$ cat src/rtl/regfile_writeback_if.sv
// Write-back bundle between the issue/execute side and the write-back arbiter.
//
// Handshake semantics (port B only): a transfer happens on every rising clock
// edge where b_valid_i and b_ready_o are both 1. b_ready_o depends only on
// registered state, never on b_valid_i. Once b_valid_i is raised, the source
// holds b_sel_i/b_data_i stable until the transfer edge. Port A has no ready.
// Instead, the source must keep a_valid_i low while a_stall_o is 1. Any A
// request made during a stall is ignored.
//
// Signals:
//   a_valid_i/a_sel_i/a_data_i             port A request (ALU result)
//   b_valid_i/b_ready_o/b_sel_i/b_data_i   port B handshake (long-latency results)
//   a_stall_o                              port A back-pressure
//   pending_o                              per-register queued-write bitmap
//   wb_en_o/wb_sel_o/wb_data_o             register file write port
// Modports: master = producer / register-file side, slave = arbiter.
interface regfile_writeback_if #(
  parameter int NREGS = 36
);
  logic             a_valid_i;
  logic [5:0]       a_sel_i;
  logic [31:0]      a_data_i;
  logic             b_valid_i;
  logic             b_ready_o;
  logic [5:0]       b_sel_i;
  logic [31:0]      b_data_i;
  logic             a_stall_o;
  logic [NREGS-1:0] pending_o;
  logic             wb_en_o;
  logic [5:0]       wb_sel_o;
  logic [31:0]      wb_data_o;

  modport master (
    output a_valid_i, a_sel_i, a_data_i, b_valid_i, b_sel_i, b_data_i,
    input  b_ready_o, a_stall_o, pending_o, wb_en_o, wb_sel_o, wb_data_o
  );

  modport slave (
    input  a_valid_i, a_sel_i, a_data_i, b_valid_i, b_sel_i, b_data_i,
    output b_ready_o, a_stall_o, pending_o, wb_en_o, wb_sel_o, wb_data_o
  );
endinterface

$ cat src/rtl/regfile_writeback.sv
// Write-back arbiter in front of the register file's single write port.
// Port A is the in-order ALU result and has the highest priority.
// Port B carries long-latency results through a DEPTH-entry FIFO.
// pending_o flags every register that has a write queued or sitting in the
// output register, so the issue stage can stall on hazards.
// A starvation counter raises a_stall_o for one cycle after B has lost
// STARVE_LIMIT consecutive cycles to A.
//
// Ports:
//   clk        clock, all state updates on the rising edge
//   reset_n_i  asynchronous active-low reset
//   bus        regfile_writeback_if.slave (A/B requests, stall, pending, wb)
module regfile_writeback #(
  parameter int DEPTH        = 4,
  parameter int NREGS        = 36,
  parameter int STARVE_LIMIT = 8
) (
  input logic                clk,
  input logic                reset_n_i,
  regfile_writeback_if.slave bus
);
  localparam int AW = $clog2(DEPTH);
  localparam int PW = AW + 1;
  localparam int SW = $clog2(STARVE_LIMIT + 1);

  // FIFO storage has no reset. Entries are only meaningful between the pointers.
  logic [5:0]  sel_mem_q  [DEPTH];
  logic [31:0] data_mem_q [DEPTH];

  logic [PW-1:0] wr_ptr_q, wr_ptr_d, rd_ptr_q, rd_ptr_d;
  logic [PW-1:0] fill_cnt;
  logic [SW-1:0] starve_q, starve_d;
  logic          stall_q;
  logic          wb_en_q, wb_en_d;
  logic [5:0]    wb_sel_q, wb_sel_d;
  logic [31:0]   wb_data_q, wb_data_d;

  logic full, empty, a_win, pop, push;
  logic [AW-1:0]    offs;
  logic [NREGS-1:0] pending_c;

  // Extra pointer MSB distinguishes full from empty when the low bits match.
  assign full     = (wr_ptr_q[AW] != rd_ptr_q[AW]) &&
                    (wr_ptr_q[AW-1:0] == rd_ptr_q[AW-1:0]);
  assign empty    = (wr_ptr_q == rd_ptr_q);
  assign fill_cnt = wr_ptr_q - rd_ptr_q;

  // A write to x0 from either port is dropped. It never blocks the other port.
  assign a_win = !stall_q && bus.a_valid_i && (bus.a_sel_i != 6'd0);
  assign pop   = !a_win && !empty;
  assign push  = bus.b_valid_i && !full && (bus.b_sel_i != 6'd0);

  always_comb begin
    wr_ptr_d  = wr_ptr_q + PW'(push);
    rd_ptr_d  = rd_ptr_q + PW'(pop);
    starve_d  = starve_q;
    wb_en_d   = 1'b0;
    wb_sel_d  = wb_sel_q;
    wb_data_d = wb_data_q;
    if (pop) begin
      starve_d = '0;
    end else if (!empty && a_win && (starve_q < SW'(STARVE_LIMIT))) begin
      starve_d = starve_q + SW'(1);
    end
    if (a_win) begin
      wb_en_d   = 1'b1;
      wb_sel_d  = bus.a_sel_i;
      wb_data_d = bus.a_data_i;
    end else if (pop) begin
      wb_en_d   = 1'b1;
      wb_sel_d  = sel_mem_q[rd_ptr_q[AW-1:0]];
      wb_data_d = data_mem_q[rd_ptr_q[AW-1:0]];
    end
  end

  always_ff @(posedge clk or negedge reset_n_i) begin
    if (!reset_n_i) begin
      wr_ptr_q  <= '0;
      rd_ptr_q  <= '0;
      starve_q  <= '0;
      stall_q   <= 1'b0;
      wb_en_q   <= 1'b0;
      wb_sel_q  <= '0;
      wb_data_q <= '0;
    end else begin
      wr_ptr_q  <= wr_ptr_d;
      rd_ptr_q  <= rd_ptr_d;
      starve_q  <= starve_d;
      stall_q   <= (starve_d == SW'(STARVE_LIMIT));
      wb_en_q   <= wb_en_d;
      wb_sel_q  <= wb_sel_d;
      wb_data_q <= wb_data_d;
    end
  end

  always_ff @(posedge clk) begin
    if (push) begin
      sel_mem_q[wr_ptr_q[AW-1:0]]  <= bus.b_sel_i;
      data_mem_q[wr_ptr_q[AW-1:0]] <= bus.b_data_i;
    end
  end

  // An entry is live when its distance from the read pointer is below the
  // fill count. Duplicate writes to the same register simply OR together.
  always_comb begin
    pending_c = '0;
    offs      = '0;
    for (int i = 0; i < DEPTH; i++) begin
      offs = AW'(i) - rd_ptr_q[AW-1:0];
      if ({1'b0, offs} < fill_cnt) begin
        for (int r = 0; r < NREGS; r++) begin
          if (sel_mem_q[i] == 6'(r)) pending_c[r] = 1'b1;
        end
      end
    end
    if (wb_en_q) begin
      for (int r = 0; r < NREGS; r++) begin
        if (wb_sel_q == 6'(r)) pending_c[r] = 1'b1;
      end
    end
  end

  assign bus.b_ready_o = !full;
  assign bus.a_stall_o = stall_q;
  assign bus.pending_o = pending_c;
  assign bus.wb_en_o   = wb_en_q;
  assign bus.wb_sel_o  = wb_sel_q;
  assign bus.wb_data_o = wb_data_q;
endmodule

$ cat src/flat_wrapper.sv
// flat-port wrapper written by rule: the top's interface ports become plain ports
module regfile_writeback_flat 
#(
  parameter int DEPTH        = 4,
  parameter int NREGS        = 36,
  parameter int STARVE_LIMIT = 8
)
  (clk, reset_n_i, bus_a_valid_i, bus_a_sel_i, bus_a_data_i, bus_b_valid_i, bus_b_sel_i, bus_b_data_i, bus_b_ready_o, bus_a_stall_o, bus_pending_o, bus_wb_en_o, bus_wb_sel_o, bus_wb_data_o);
  regfile_writeback_if #(.NREGS(NREGS)) bus_i ();
  input logic clk;
  input logic reset_n_i;
  input wire logic [$bits(bus_i.a_valid_i)-1:0] bus_a_valid_i;
  input wire logic [$bits(bus_i.a_sel_i)-1:0] bus_a_sel_i;
  input wire logic [$bits(bus_i.a_data_i)-1:0] bus_a_data_i;
  input wire logic [$bits(bus_i.b_valid_i)-1:0] bus_b_valid_i;
  input wire logic [$bits(bus_i.b_sel_i)-1:0] bus_b_sel_i;
  input wire logic [$bits(bus_i.b_data_i)-1:0] bus_b_data_i;
  output wire logic [$bits(bus_i.b_ready_o)-1:0] bus_b_ready_o;
  output wire logic [$bits(bus_i.a_stall_o)-1:0] bus_a_stall_o;
  output wire logic [$bits(bus_i.pending_o)-1:0] bus_pending_o;
  output wire logic [$bits(bus_i.wb_en_o)-1:0] bus_wb_en_o;
  output wire logic [$bits(bus_i.wb_sel_o)-1:0] bus_wb_sel_o;
  output wire logic [$bits(bus_i.wb_data_o)-1:0] bus_wb_data_o;
  assign bus_i.a_valid_i = bus_a_valid_i;
  assign bus_i.a_sel_i = bus_a_sel_i;
  assign bus_i.a_data_i = bus_a_data_i;
  assign bus_i.b_valid_i = bus_b_valid_i;
  assign bus_i.b_sel_i = bus_b_sel_i;
  assign bus_i.b_data_i = bus_b_data_i;
  assign bus_b_ready_o = bus_i.b_ready_o;
  assign bus_a_stall_o = bus_i.a_stall_o;
  assign bus_pending_o = bus_i.pending_o;
  assign bus_wb_en_o = bus_i.wb_en_o;
  assign bus_wb_sel_o = bus_i.wb_sel_o;
  assign bus_wb_data_o = bus_i.wb_data_o;
  regfile_writeback #(.DEPTH(DEPTH), .NREGS(NREGS), .STARVE_LIMIT(STARVE_LIMIT)) u_core (.clk(clk), .reset_n_i(reset_n_i), .bus(bus_i));
endmodule
$ cat config.mk
export PLATFORM = sky130hd
export DESIGN_NAME = regfile_writeback_flat
export DESIGN_NICKNAME = d
export VERILOG_FILES = /design/src/rtl/regfile_writeback_if.sv /design/src/rtl/regfile_writeback.sv /design/src/flat_wrapper.sv
export SDC_FILE = /design/constraint.sdc
export NUM_CORES = 1
export LEC_CHECK = 0
export BUFFER_PORTS_ARGS = -buffer_cell sky130_fd_sc_hd__buf_2
export CAP_MARGIN = 20
export CORE_UTILIZATION = 50
export DETAILED_ROUTE_END_ITERATION = 10
export HOLD_SLACK_MARGIN = 0.05
export PLACE_DENSITY = 0.75
export SLEW_MARGIN = 20
export SYNTH_ARGS = -nofsm -noshare
export SYNTH_HDL_FRONTEND = slang
export SYNTH_SLANG_ARGS = --single-unit
$ cat constraint.sdc
create_clock -name clk -period 5 [get_ports clk]
set_input_delay 1 -clock clk [delete_from_list [all_inputs] [get_ports clk]]
set_output_delay 1 -clock clk [all_outputs]
set_load 0.03 [all_outputs]
==> impl_metrics.toml, run 1 <==
[outcome]
run_status = "finished, final reports clean"

[clock_tree]
cts.repair_timing.setup_buffer_count = 0
clk-insertion-delay-late_ps = 480
path_clk_slew_ps = 60
cts_tree = "built"
cts_repair_resize_count = 0
ctsHoldBuffers = 0
clock_sink_count = 202
cts_inserted_buffers = 20
htree_levels = 1
clock-root-buffer = "sky130_fd_sc_hd__clkbuf_16"
max-clock-path-buffers = 3

[min_path]
min_from = "u_core.rd_ptr_q[2]"
hold_path_endpoint = "u_core.rd_ptr_q[2]"
min-delay-path-class = "flop to flop"
holdPathStages = 1

[power]
share_of_power_burned_in_registers_pct = 34.9
power.ir.vdd_worst_mv = 0.397
power_dens_cells_nw_per_um2 = 662
power.clock.fraction_pct = 19.6
netSwitchingPower_mw = 3.09
power_frac_comb_pct = 45.5
cell_internal_pwr_mw = 4.36
post-layout-total-power_mw = 7.45
sw_frac_of_total_pct = 41.5
total_leakage_power_nw = 4.43

[synth]
synthesis.nets = 799
synthTopCellsByCount = "sky130_fd_sc_hd__edfxtp_1 (152), sky130_fd_sc_hd__nand2_1 (72), sky130_fd_sc_hd__dfrtp_1 (50)"
post_synth_inst_count = 706
synth_warnings = 0
mappedNetlistArea_um2 = 9570
synth-main-ff-cell = "sky130_fd_sc_hd__edfxtp_1"
async_s_r_ff_share_synth_pct = 24.8
number_of_enable_flip_flop_cells_after_synthesis = 152
most_common_cell_in_the_synthesized_netlist = "sky130_fd_sc_hd__edfxtp_1"
synth_area_per_inst_um2 = 13.6
yosys_register_bits = 202
synth_unique_cells = 55
ys_top_cells_by_area = "sky130_fd_sc_hd__edfxtp_1 (48%), sky130_fd_sc_hd__dfrtp_1 (13%), sky130_fd_sc_hd__mux4_2 (8.9%)"
netlist.area_leader.share_pct = 47.7
synth.largest_area_cell = "sky130_fd_sc_hd__edfxtp_1"
yosysSeqAreaShare_pct = 60.8

[setup_path]
timing.critical_path.from_type = "flop"
critical-path-top-cell-by-count = "sky130_fd_sc_hd__inv_1"
r2r.worst_path.cells = 7
slowest_stage = "sky130_fd_sc_hd__fa_1"
critical_path.cell_chain = "inv_1 -> ha_1 -> inv_1 -> fa_1 -> inv_1 -> ha_1 -> o21ba_2 -> o21ai_0 -> o22ai_1 -> a21oi_1 -> o221ai_1 -> buf_2"
worst_ep_arrival_time_ps = 3640
crit_path_max_incr_delay_ps = 530
timing.reg2reg.setup_slack_ps = 1700
critPathMaxFanout = 6
setup.worst_path.class = "flop to primary output"
crit-reg2reg-launch = "u_core.rd_ptr_q[0]"
critical_path.reg2reg.endpoint = "u_core.data_mem_q[0][27]"
critPathRequiredTime_ps = 4000
cp-end-kind = "primary output"

[cells_and_area]
final_design_area_no_fill_um2 = 11300
ratio_of_cells_with_drive_above_1_in_the_final_layout_pct = 29.2
area.growth.synth_to_final_pct = 17.6
area_of_combinational_cells_with_multiple_inputs_um2 = 3600
design.final.nets = 949
seqCellArea_um2 = 5820
layout.filler_cells = 1450

[drt]
initialDrtViolationCount = 591
totalWireLength_um = 24000
detailed_router_iteration_count_before_antenna_repair = 5
detail_route.drc_violations = 0
route.antenna.remaining_nets = 0
via_count = 6777
vias_per_cell = 6.12
avgRoutedWirePerCell_um = 21.7

[sta]
hold_viol = 0
grt_setup_unrepaired = "false"
finalSetupTns_ps = 0
fin_ws_ps = 355
final.period_utilization_pct = 92.9
maximum_clock_frequency_mhz = 215
worst-slew-pin-transition_ps = 1090
slew_headroom_pct = 27.2
setup_viol_count_final = 0
finalWorstPathRequiredPeriod_ps = 4640
final.setup_skew_ps = 12.8
slew_violations = 0

[floorplan]
coreArea_um2 = 18700
rows = 50
num_io_pins = 157
die_wd_um = 140
die_height_um = 140
initial_core_util_pct = 51.2
die_area_um2 = 19700

[global_route]
grt_pass1_vias = 6631
antenna_violations_before_repair = 4
grt_util_met2_pct = 40.7
grt_overflow = 0
grt_most_used_layer = "met2"
grt.met3_usage_pct = 4.79
grt_usage_pct = 24.5
grt_max_degree = 51
grt_use_met1_pct = 32.9
grt_pass1_wl_um = 37100

[placed_design]
dpl_cell_area_um2 = 10600
place.gp.congestion = 1.02
dp_worst_setup_slack_ps = 909
dp.final_hpwl_um = 16200
numPortBuffers = 156

[flow_run]
count_of_max_cap_constraint_violations = 0
[per-stage QoR]
step / util, % / hold slack [ps] / std cells
3_3_place_gp: 56.6 / 520 / 1068
6_report: 60.2 / 537 / 1107
3_5_place_dp: 56.6 / 526 / 1068
2_1_floorplan: - / 487 / 706
4_1_cts: 60.1 / 537 / 1104
5_1_grt: 60.1 / 546 / 1106
[registers in the layout (all words and copies together), names as in the netlist]
signal                cells
u_core.starve_q           4
u_core.rd_ptr_q           3
u_core.bus.wb_en_o        1
u_core.sel_mem_q         24
u_core.bus.wb_sel_o       6
u_core.wr_ptr_q           3
u_core.bus.a_stall_o      1
u_core.data_mem_q       128
u_core.bus.wb_data_o     32
[placed cells by master, fill, tap and decap left out, types with 26 or more instances in the layout]
cell type	n
sky130_fd_sc_hd__mux2i_1	38
sky130_fd_sc_hd__nand3_1	26
sky130_fd_sc_hd__buf_2	156
sky130_fd_sc_hd__mux4_2	38
sky130_fd_sc_hd__o21ai_0	28
sky130_fd_sc_hd__nand2_1	72
sky130_fd_sc_hd__a22oi_1	27
sky130_fd_sc_hd__edfxtp_1	152
sky130_fd_sc_hd__nor2_1	26
sky130_fd_sc_hd__dfrtp_1	48
[worst max-delay path by stage]
stage | endpoint | start | depth (start not counted)
CTS | bus_pending_o[28] | u_core.wr_ptr_q[0] | 12
floorplan | bus_pending_o[4] | u_core.rd_ptr_q[1] | 10
global route | bus_pending_o[6] | u_core.wr_ptr_q[0] | 12
global placement | bus_pending_o[28] | u_core.rd_ptr_q[0] | 10
finish | bus_pending_o[4] | u_core.wr_ptr_q[0] | 12
detailed placement | bus_pending_o[28] | u_core.wr_ptr_q[0] | 12
[routing by layer]
metal	routed length, µm	up-vias
met1	10100	3264
met5	22	-
met3	1880	57
met2	11400	361
li1	-	3091
met4	586	4
[power by group through the flow]
| stage | combinational (mW) | sequential [mW] | clock, mW |
|---|---|---|---|
| floorplan | 2.21 | 2.83 | 0 |
| global placement | 3.36 | 2.61 | 0 |
| detailed placement | 3.37 | 2.62 | 0 |
| CTS | 3.40 | 2.59 | 1.48 |
| global route | 3.65 | 2.64 | 1.55 |
| finish | 3.39 | 2.60 | 1.46 |
[worst max-delay path: cells and delay by family, from the launching register on]
family / cells / cell delay (ps)
DFF: 1 / 450
buffers and inverters: 4 / 460
AOI/OAI and AO/OA: 5 / 1220
adders and majority gates: 3 / 1040
[cell type report]
class                   instances  area share, %
diodes                          3         0.0667
multi-input cells             457           32.0
clock buffers                  27           5.05
inverters                      12          0.400
clock inverters                 9          0.700
well taps                     234           2.60
flip-flops and latches        202           51.7
repair buffers                163           7.52
[cells by family (layout without fill, tap and decap cells)]
kind of cell             after synthesis  in the layout  share of synthesized area [%]
other                                  0              3                              0
buffers and inverters                 47            211                           1.96
AO/OA/AOI/OAI                        143            143                           10.3
XOR/XNOR                               5              5                          0.615
AND/OR/NAND/NOR                      220            220                           11.6
flip-flops                           202            202                           60.8
multiplexers                          76             76                           12.9
adder cells (fa/ha/maj)               13             13                           1.78
(Power assumes the default switching activity.)
==> run 2, diff against run 1 <==
CORE_UTILIZATION = 40   (was 50)
PLACE_DENSITY = default   (was 0.75)
==> impl_metrics.toml, run 2 (synthesis gave the netlist of run 1 again) <==
[drt]
via_count = 6753
avgRoutedWirePerCell_um = 20.9
route.antenna.remaining_nets = 0
detailed_router_iteration_count_before_antenna_repair = 5
vias_per_cell = 5.66
detail_route.drc_violations = 0
totalWireLength_um = 24900
initialDrtViolationCount = 555

[global_route]
antenna_violations_before_repair = 2
grt_pass1_wl_um = 38600
grt_usage_pct = 20.8
grt_pass1_vias = 6761
grt_overflow = 0
grt_max_degree = 51

[power]
netSwitchingPower_mw = 3.09
power_dens_cells_nw_per_um2 = 660
total_leakage_power_nw = 4.46
share_of_power_burned_in_registers_pct = 34.4
power_frac_comb_pct = 45.2
power.clock.fraction_pct = 20.5
sw_frac_of_total_pct = 41.0
cell_internal_pwr_mw = 4.45
power.ir.vdd_worst_mv = 0.438

[placed_design]
numPortBuffers = 156
dp.final_hpwl_um = 17500
dpl_cell_area_um2 = 10700
place.gp.congestion = 0.998

[cells_and_area]
final_common_cell = "sky130_fd_sc_hd__buf_2"
largest_register_ffs = 128
final_design_area_no_fill_um2 = 11400
layout.cells.most_common_list = "sky130_fd_sc_hd__buf_2 (156), sky130_fd_sc_hd__edfxtp_1 (152), sky130_fd_sc_hd__nand2_1 (72), sky130_fd_sc_hd__dfrtp_1 (48)"
layout.filler_cells = 2103
area.growth.synth_to_final_pct = 19.3
design.final.nets = 952
ratio_of_cells_with_drive_above_1_in_the_final_layout_pct = 29.3

[floorplan]
coreArea_um2 = 23500
num_io_pins = 157
initial_core_util_pct = 40.8
die_wd_um = 157
die_area_um2 = 24500
die_height_um = 157
rows = 56

[sta]
slew_violations = 0
final.setup_skew_ps = 6.92
setup_viol_count_final = 0
final.period_utilization_pct = 94.6
worst-slew-pin-transition_ps = 1080
maximum_clock_frequency_mhz = 212
hold_viol = 0
slew_headroom_pct = 28.0
grt_setup_unrepaired = "false"
finalSetupTns_ps = 0
finalWorstPathRequiredPeriod_ps = 4730

[clock_tree]
ctsHoldBuffers = 0
cts_repair_resize_count = 0
clock_sink_count = 202
htree_levels = 1
cts_tree = "built"
max-clock-path-buffers = 3
clock-root-buffer = "sky130_fd_sc_hd__clkbuf_16"
path_clk_slew_ps = 70
clk-insertion-delay-late_ps = 480
cts_inserted_buffers = 20
cts.repair_timing.setup_buffer_count = 0

[setup_path]
r2r.worst_path.cells = 7
timing.critical_path.from_type = "flop"
critPathMaxFanout = 6
crit-reg2reg-launch = "u_core.rd_ptr_q[0]"
cp-startpoint = "u_core.wr_ptr_q[0]"
worst_ep_arrival_time_ps = 3730
cp-end-kind = "primary output"
setup.worst_path.class = "flop to primary output"
critPathRequiredTime_ps = 4000

[flow_run]
count_of_max_cap_constraint_violations = 0

[outcome]
run_status = "finished, final reports clean"

[min_path]
holdPathStages = 1
min_from = "u_core.rd_ptr_q[2]"
min-delay-path-class = "flop to flop"
-- run 2: changes by cell type in the layout (fill, tap and decap cells not counted), sizes merged --
cell | previous run | this run
buf | 163 | 166
bufinv | 1 | 2
clkinv | 6 | 5
clkinvlp | 1 | 2
diode | 3 | 1
inv | 13 | 12
-- run 2: cell type report --
| type | instances | area [µm²] | area share [%] |
|---|---|---|---|
| sequential | 202 | 5820 | 51.0 |
| inverter | 12 | 45.0 | 0.395 |
| timing repair buffer | 166 | 868 | 7.61 |
| clock buffer | 27 | 589 | 5.16 |
| multi-input combinational | 457 | 3590 | 31.5 |
| clock inverter | 9 | 101 | 0.888 |
| tap | 319 | 399 | 3.50 |
| antenna | 1 | 2.50 | 0.0219 |
-- run 2: through the flow --
| step | utilization [%] | hold WS (ps) | setup WS [ps] | power [mW] | std cells |
|---|---|---|---|---|---|
| after CTS | 48.6 | 525 | 338 | 7.60 | 1192 |
| after global routing | 48.6 | 533 | 113 | 7.99 | 1192 |
| final | 48.6 | 521 | 272 | 7.54 | 1193 |
| after detailed placement | 45.7 | 515 | 858 | 6.04 | 1156 |
| after global placement | 45.7 | 516 | 874 | 6.03 | 1156 |
| after floorplan | - | 487 | 984 | 5.04 | 706 |
-- run 2: worst paths after layout --
kind                                             to  slack, ps
max reg2reg                u_core.data_mem_q[2][31]       1710
max in group asynchronous        u_core.rd_ptr_q[0]       3810
min in group asynchronous  u_core.bus.wb_data_o[20]        650
min                              u_core.rd_ptr_q[2]        520
max                               bus_pending_o[11]        270
min reg2reg                      u_core.rd_ptr_q[2]        520
-- run 2: power groups by stage --
stage               logic (mW)  registers, mW  clock network, mW
floorplan                 2.21           2.83                  0
global placement          3.42           2.61                  0
detailed placement        3.42           2.62                  0
CTS                       3.43           2.59               1.58
global route              3.70           2.64               1.65
finish                    3.40           2.59               1.54
-- run 2: worst max-delay path, cell delays in order, from the launching register on --
cell and delay, ps:
sky130_fd_sc_hd__dfrtp_1 450, sky130_fd_sc_hd__inv_1 100, sky130_fd_sc_hd__ha_1 180, sky130_fd_sc_hd__inv_1 70, sky130_fd_sc_hd__fa_1 420, sky130_fd_sc_hd__xnor3_2 550
sky130_fd_sc_hd__a21oi_2 120, sky130_fd_sc_hd__nor4_1 770, sky130_fd_sc_hd__a32oi_1 210, sky130_fd_sc_hd__o211ai_1 140, sky130_fd_sc_hd__buf_2 230
-- run 2: layer usage --
metal	vias to the layer above	wire length, µm	GRT usage (%)
li1	3088	-	-
met1	3283	10500	27.1
met2	319	11900	34.9
met3	59	1800	4.21
met4	4	619	6.58
met5	-	22	0
